[config.mk]
export PLATFORM = sky130hd
export DESIGN_NAME = upsampler_flat
export DESIGN_NICKNAME = d
export VERILOG_FILES = /design/src/rtl/dsp_pkg.sv /design/src/rtl/upsampler_if.sv /design/src/rtl/upsampler_adder_tree.sv /design/src/rtl/upsampler.sv /design/src/flat_wrapper.sv
export SDC_FILE = /design/constraint.sdc
export NUM_CORES = 2
export LEC_CHECK = 0
export CAP_MARGIN = 20
export CORE_MARGIN = 2
export CORE_UTILIZATION = 35
export CTS_CLUSTER_SIZE = 28
export DETAILED_ROUTE_END_ITERATION = 8
export PLACE_DENSITY_LB_ADDON = 0.1
export SYNTH_ARGS = -nofsm -noshare
export SYNTH_HDL_FRONTEND = slang
export SYNTH_SLANG_ARGS = --single-unit
[constraint.sdc]
create_clock -name clk -period 12.05 [get_ports clk]
set_clock_uncertainty 0.05 [all_clocks]
set_input_delay 1.205 -clock clk [delete_from_list [all_inputs] [get_ports clk]]
set_output_delay 1.205 -clock clk [all_outputs]
set_load 0.005 [all_outputs]
[src/rtl/dsp_pkg.sv]
// Shared DSP types and the 20-tap symmetric lowpass used by the 4x interpolator/decimator pair.
// Every polyphase branch of H sums to exactly 2^17, so each output phase has unity DC gain.
package dsp_pkg;
  localparam int N      = 20;
  localparam int L      = 4;
  localparam int N_BY_L = N / L;

  typedef logic signed [17:0] sample_t;
  typedef logic signed [35:0] acc_t;

  localparam sample_t H [N] = '{
    -18'sd3928,  -18'sd3000,  -18'sd2928,  -18'sd3000,   18'sd8000,
     18'sd20000,  18'sd7000,   18'sd45000,  18'sd85000,  18'sd110000,
     18'sd110000, 18'sd85000,  18'sd45000,  18'sd7000,   18'sd20000,
     18'sd8000,  -18'sd3000,  -18'sd2928,  -18'sd3000,  -18'sd3928
  };

  // Coefficient for branch k in phase p: H[L*k + p].
  function automatic sample_t coef(input logic [2:0] k, input logic [1:0] p);
    logic [4:0] idx;
    idx = {k, 2'b00} + {3'b000, p};
    return H[idx];
  endfunction
endpackage

[src/rtl/upsampler_if.sv]
// Sample-in / interpolated-sample-out bundle for the upsampler.
interface upsampler_if;
  import dsp_pkg::*;
  logic    sam_clk_ena;
  sample_t x_in;
  sample_t y;
  logic    y_phase0;

  modport master (output sam_clk_ena, x_in, input  y, y_phase0);
  modport slave  (input  sam_clk_ena, x_in, output y, y_phase0);
endinterface

[src/rtl/upsampler_adder_tree.sv]
// Registered 5-input, 3-level 36-bit sum: 5->3->2->1, odd leftovers pass through a register.
module upsampler_adder_tree
  import dsp_pkg::*;
(
  input  logic clk,
  input  logic reset,
  input  acc_t i_prod [N_BY_L],
  output acc_t o_sum
);
  acc_t r_l1 [3];
  acc_t r_l2 [2];
  acc_t r_sum;

  always_ff @(posedge clk) begin
    if (reset) begin
      r_l1  <= '{default: '0};
      r_l2  <= '{default: '0};
      r_sum <= '0;
    end else begin
      r_l1[0] <= i_prod[0] + i_prod[1];
      r_l1[1] <= i_prod[2] + i_prod[3];
      r_l1[2] <= i_prod[4];
      r_l2[0] <= r_l1[0] + r_l1[1];
      r_l2[1] <= r_l1[2];
      r_sum   <= r_l2[0] + r_l2[1];
    end
  end

  assign o_sum = r_sum;
endmodule

[src/rtl/upsampler.sv]
// 4x interpolating polyphase FIR: 5 shared multipliers cycle through 4 phases of a 20-tap filter.
// Define UPSAMPLER_SAT_EN to saturate y on accumulator overflow instead of wrapping.
module upsampler
  import dsp_pkg::*;
(
  input  logic        clk,
  input  logic        reset,
  upsampler_if.slave  bus
);
  sample_t                 r_x    [N_BY_L];
  acc_t                    r_prod [N_BY_L];
  logic [$clog2(L)-1:0]    r_p;
  logic [4:0]              r_vld_pipe;
  acc_t                    w_sum;
  sample_t                 w_y;

  // Phase restarts on every strobe; late strobes just keep wrapping over the same x.
  always_ff @(posedge clk) begin
    if (reset) begin
      r_x        <= '{default: '0};
      r_prod     <= '{default: '0};
      r_p        <= '0;
      r_vld_pipe <= '0;
    end else begin
      if (bus.sam_clk_ena) begin
        r_x[0] <= bus.x_in;
        for (int k = 1; k < N_BY_L; k++) r_x[k] <= r_x[k-1];
        r_p <= '0;
      end else begin
        r_p <= r_p + 1'b1;
      end
      for (int k = 0; k < N_BY_L; k++)
        r_prod[k] <= acc_t'(coef(3'(k), r_p)) * acc_t'(r_x[k]);
      r_vld_pipe <= {r_vld_pipe[3:0], bus.sam_clk_ena};
    end
  end

  upsampler_adder_tree u_tree (
    .clk    (clk),
    .reset  (reset),
    .i_prod (r_prod),
    .o_sum  (w_sum)
  );

`ifdef UPSAMPLER_SAT_EN
  always_comb begin
    w_y = w_sum[34:17];
    if (w_sum[35] != w_sum[34]) w_y = w_sum[35] ? 18'sh20000 : 18'sh1FFFF;
  end
`else
  assign w_y = w_sum[34:17];
`endif

  assign bus.y        = w_y;
  assign bus.y_phase0 = r_vld_pipe[4];
endmodule

[src/flat_wrapper.sv]
// flat-port wrapper written by rule: the top's interface ports become plain ports
module upsampler_flat import dsp_pkg::*;
  (clk, reset, bus_sam_clk_ena, bus_x_in, bus_y, bus_y_phase0);
  upsampler_if bus_i ();
  input  logic clk;
  input  logic reset;
  input wire logic [$bits(bus_i.sam_clk_ena)-1:0] bus_sam_clk_ena;
  input wire logic [$bits(bus_i.x_in)-1:0] bus_x_in;
  output wire logic [$bits(bus_i.y)-1:0] bus_y;
  output wire logic [$bits(bus_i.y_phase0)-1:0] bus_y_phase0;
  assign bus_i.sam_clk_ena = bus_sam_clk_ena;
  assign bus_i.x_in = bus_x_in;
  assign bus_y = bus_i.y;
  assign bus_y_phase0 = bus_i.y_phase0;
  upsampler u_core (.clk(clk), .reset(reset), .bus(bus_i));
endmodule
==> PnR_summary.wiki <==
{| class="wikitable"
! Metric !! Value
|-
| Area growth from synthesis to layout || 8.28%
|-
| Number of cells upsized or downsized after cts || 0
|-
| Post-layout instance count excluding filler cells || 7945
|-
| Maximum count of clock buffers along a single path || 3
|-
| Cell type with the highest occurrence count on the critical path || sky130_fd_sc_hd__fa_1
|-
| First-pass DRT Iterations || 6
|-
| Worst-skew pair later-pin latency || 0.69 ns
|-
| Setup TNS after final layout || 0 ns
|-
| Number of standard-cell rows in the floorplan || 144
|-
| Leakage power total || around 0.032 uW
|-
| Critical path data required time || approximately 13 ns
|-
| CTS Hold Bufs || 0
|-
| Fraction of registers with async set/reset || 0%
|-
| Drt first-iter violations || between 1500 and 2000
|-
| Final Net Count || roughly 7500
|-
| Average footprint of a synthesized cell || ~9.3 um2
|-
| Buffer cell driving the clock tree root || sky130_fd_sc_hd__clkbuf_16
|-
| Hold depth || 1
|-
| Clock buffer count from CTS || 54
|-
| Max-Cap Viols || 0
|-
| Worst reg2reg setup slack || approximately 3.4 ns
|-
| Share of post-route cells with drive strength above 1 || around 2.6%
|-
| Destination of the worst hold path || u_core.r_vld_pipe[1]$_SDFF_PP0_
|-
| Dominant synthesized flop cell || sky130_fd_sc_hd__dfxtp_1
|-
| Worst-case headroom to the max-slew limit || between 30 and 40%
|-
| Initial cell density of the core || a little over a third
|-
| Area of the core || roughly 150000 um2
|-
| Setup Crit Path Kind || reg -> reg
|-
| Number of antenna violations at the first check in global routing || 12
|-
| Hold crit path type || reg -> reg
|-
| FF-to-FF Start || u_core.r_p[0]$_SDFF_PP0_
|-
| Average via count per standard cell || roughly 4.7
|-
| Worst ir drop on vdd || about 0.18 mV
|-
| Global-route wire length before repair || between 200000 and 250000 um
|-
| Critical-path cell list || buf_4, ha_2, buf_4, nor2_1, fa_1, inv_1, fa_1, inv_1, fa_1, fa_1, fa_1, inv_1, fa_1, inv_1, ha_1, nand4_1, o311ai_1, a2111oi_2, o41ai_1, a21oi_1, xnor2_1, nor2_1
|-
| CTS tree || yes
|-
| Result of the run || finished, final reports clean
|-
| Final setup violating endpoints || 0
|-
| Number of hold violations in the final report || 0
|-
| Drt drc || 0
|-
| Clk pin slew, worst setup/hold paths || about 0.07 ns
|-
| Maximum fanout along the worst path || roughly 50
|-
| CP max stage cell || sky130_fd_sc_hd__ha_2
|-
| Height of the die || roughly 400 um
|-
| Routability congestion estimate || a little under 0.9
|-
| Number of top-level pins || 40
|-
| Vias after detailed routing || 37200
|-
| Sink Count || between 400 and 500
|-
| Overall fraction of global-route tracks in use || between 10% and 20%
|-
| Number of enable-type register cells in the synthesized netlist || 0
|-
| Maximum number of pins on one net before global-route repair || roughly 160
|-
| Max Fclk || around 120 MHz
|-
| Area enclosed by the die boundary || approximately 160000 um2
|-
| Post-synthesis instance area || 54600 um2
|-
| Unique masters post-synth || 74
|-
| Number of cell instances on the worst register-to-register path || 22
|-
| Warnings from Yosys || 0
|-
| Startpoint of the most critical hold path || u_core.r_vld_pipe[0]$_SDFF_PP0_
|-
| Count of fill cells added during filler insertion || roughly 16000
|-
| Most common cell after layout, fill and taps aside || sky130_fd_sc_hd__inv_1
|-
| Time the final worst path needs with I/O delays and setup || a little under 9 ns
|-
| RSZ-0062 raised after global routing || false
|-
| Worst endpoint data arrival time || 9.14 ns
|-
| Cells after Synth || between 5000 and 6000
|-
| Total buffers and inverters traversed by the critical path || 6
|-
| Number of global-route vias before repair || ~39000
|-
| Slew at the pin with the worst max-slew slack || ~0.99 ns
|-
| Max Slew Vio Count || 0
|-
| Detailed placement HPWL || 125000 um
|-
| Cell Pwr Density || around 120 nW/um2
|-
| Sequential area share after synthesis || 16.0%
|-
| Kind of end point of the critical path || flop
|-
| Remaining global-route overflow || 0
|-
| Most frequent cells in the layout || sky130_fd_sc_hd__inv_1, sky130_fd_sc_hd__fa_1, sky130_fd_sc_hd__ha_1
|-
| Top delay family on crit path || adder cells
|-
| Period Utilization, post-route || roughly 72%
|-
| Max stage delay on crit path || 0.77 ns
|-
| X dimension of the die || 399 um
|-
| Average wire length per cell after detail routing || roughly 19 um
|-
| Post-placement cell count || slightly below 8000
|-
| Startpoint types || flop
|-
| Final ANT Viol Nets || 0
|-
| Depth of the CTS H-tree || 2
|-
| Routed Wire Length || around 150000 um
|-
| Setup fix buffers added after clock tree synthesis || 0
|-
| FF+latch count, synth || ~440
|-
| Quantity of I/O buffers inserted on ports || 39
|-
| Terminus of the critical flop-to-flop path || u_core.r_prod[34]$_SDFF_PP0_
|}
## kinds of logic (layout without fill, tap and decap cells)
| kind of cell | count (synthesis) | count (layout) | synth area share [%] |
|---|---|---|---|
| buffers and inverters | 1508 | 1531 | 10.4 |
| xor gates and xnor gates | 177 | 177 | 2.84 |
| adders and majority gates | 1602 | 1602 | 48.2 |
| and+or+nand+nor | 1378 | 1378 | 12.7 |
| muxes | 108 | 108 | 2.01 |
| AOI/OAI and AO/OA | 661 | 661 | 7.95 |
| DFF | 435 | 435 | 16.0 |
| other | 2 | 9 | 0.0138 |
## flip-flops by register name (all words and copies together), names as in the netlist
register	count
u_core.r_prod	160
u_core.u_tree.r_l1	96
u_core.r_x	90
u_core.u_tree.r_l2	64
u_core.u_tree.o_sum	18
u_core.r_vld_pipe	5
u_core.r_p	2
## report_power, final
group | leakage, uW | switching, uW | total (uW) | internal, uW
Combinational | 0.0271 | 2050 | 3500 | 1450
Sequential | 0.00354 | 111 | 1700 | 1590
Clock | 0.000889 | 714 | 1670 | 956
## Yosys cell counts, types with 101 or more instances
library cell | count | area, um2
sky130_fd_sc_hd__inv_1 | 1364 | 5120
sky130_fd_sc_hd__a21oi_1 | 179 | 896
sky130_fd_sc_hd__nor2_1 | 447 | 1680
sky130_fd_sc_hd__nand2_1 | 208 | 781
sky130_fd_sc_hd__nor2b_1 | 246 | 1540
sky130_fd_sc_hd__fa_1 | 832 | 16700
sky130_fd_sc_hd__clkbuf_1 | 127 | 477
sky130_fd_sc_hd__dfxtp_1 | 435 | 8710
sky130_fd_sc_hd__and2_1 | 161 | 1010
sky130_fd_sc_hd__o21ai_0 | 101 | 505
sky130_fd_sc_hd__a21o_1 | 134 | 1010
sky130_fd_sc_hd__ha_1 | 770 | 9630
## worst max path at each step
stage | from | end | slack [ns] | depth (start not counted)
after floorplan | u_core.r_p[0]$_SDFF_PP0_ | u_core.r_prod[102]$_SDFF_PP0_ | 4.68 | 26
after global placement | u_core.r_p[0]$_SDFF_PP0_ | u_core.r_prod[34]$_SDFF_PP0_ | 3.70 | 22
after detailed placement | u_core.r_p[0]$_SDFF_PP0_ | u_core.r_prod[176]$_SDFF_PP0_ | 3.49 | 25
after CTS | u_core.r_p[0]$_SDFF_PP0_ | u_core.r_prod[176]$_SDFF_PP0_ | 3.46 | 25
after global routing | u_core.r_p[0]$_SDFF_PP0_ | u_core.r_prod[105]$_SDFF_PP0_ | 3.03 | 25
final | u_core.r_p[0]$_SDFF_PP0_ | u_core.r_prod[34]$_SDFF_PP0_ | 3.39 | 22
## per-layer routing
metal  up-vias  track usage (%)  routed length, um
met5         -                0                  0
met4         0             3.20               2190
met3       120             2.05               5290
met2       480             31.7              69100
met1     18400             27.0              70800
li1      18300                -                  -
## final cells by class
type	instances	area (um2)	area share [%]
clock buffers	70	1500	2.54
inverters	1366	5130	8.68
repair buffers	66	612	1.04
multi-input cells	3933	40200	68.1
clock inverters	29	340	0.576
flip-flops and latches	435	8710	14.7
diodes	2	5.00	0.00847
well taps	2044	2560	4.33
## through the flow
step	hold WS [ns]	util, %	worst slack, ns	area [um2]	total power, uW
3_5_place_dp	0.370	37.1	3.49	57200	5270
4_1_cts	0.325	38.3	3.46	59100	7000
3_3_place_gp	0.367	37.1	3.70	57200	5270
6_report	0.341	38.3	3.39	59100	6870
5_1_grt	0.359	38.3	3.03	59100	7530
2_1_floorplan	0.364	-	4.68	54600	4320
No activity file was read; power rests on OpenSTA's default activity.
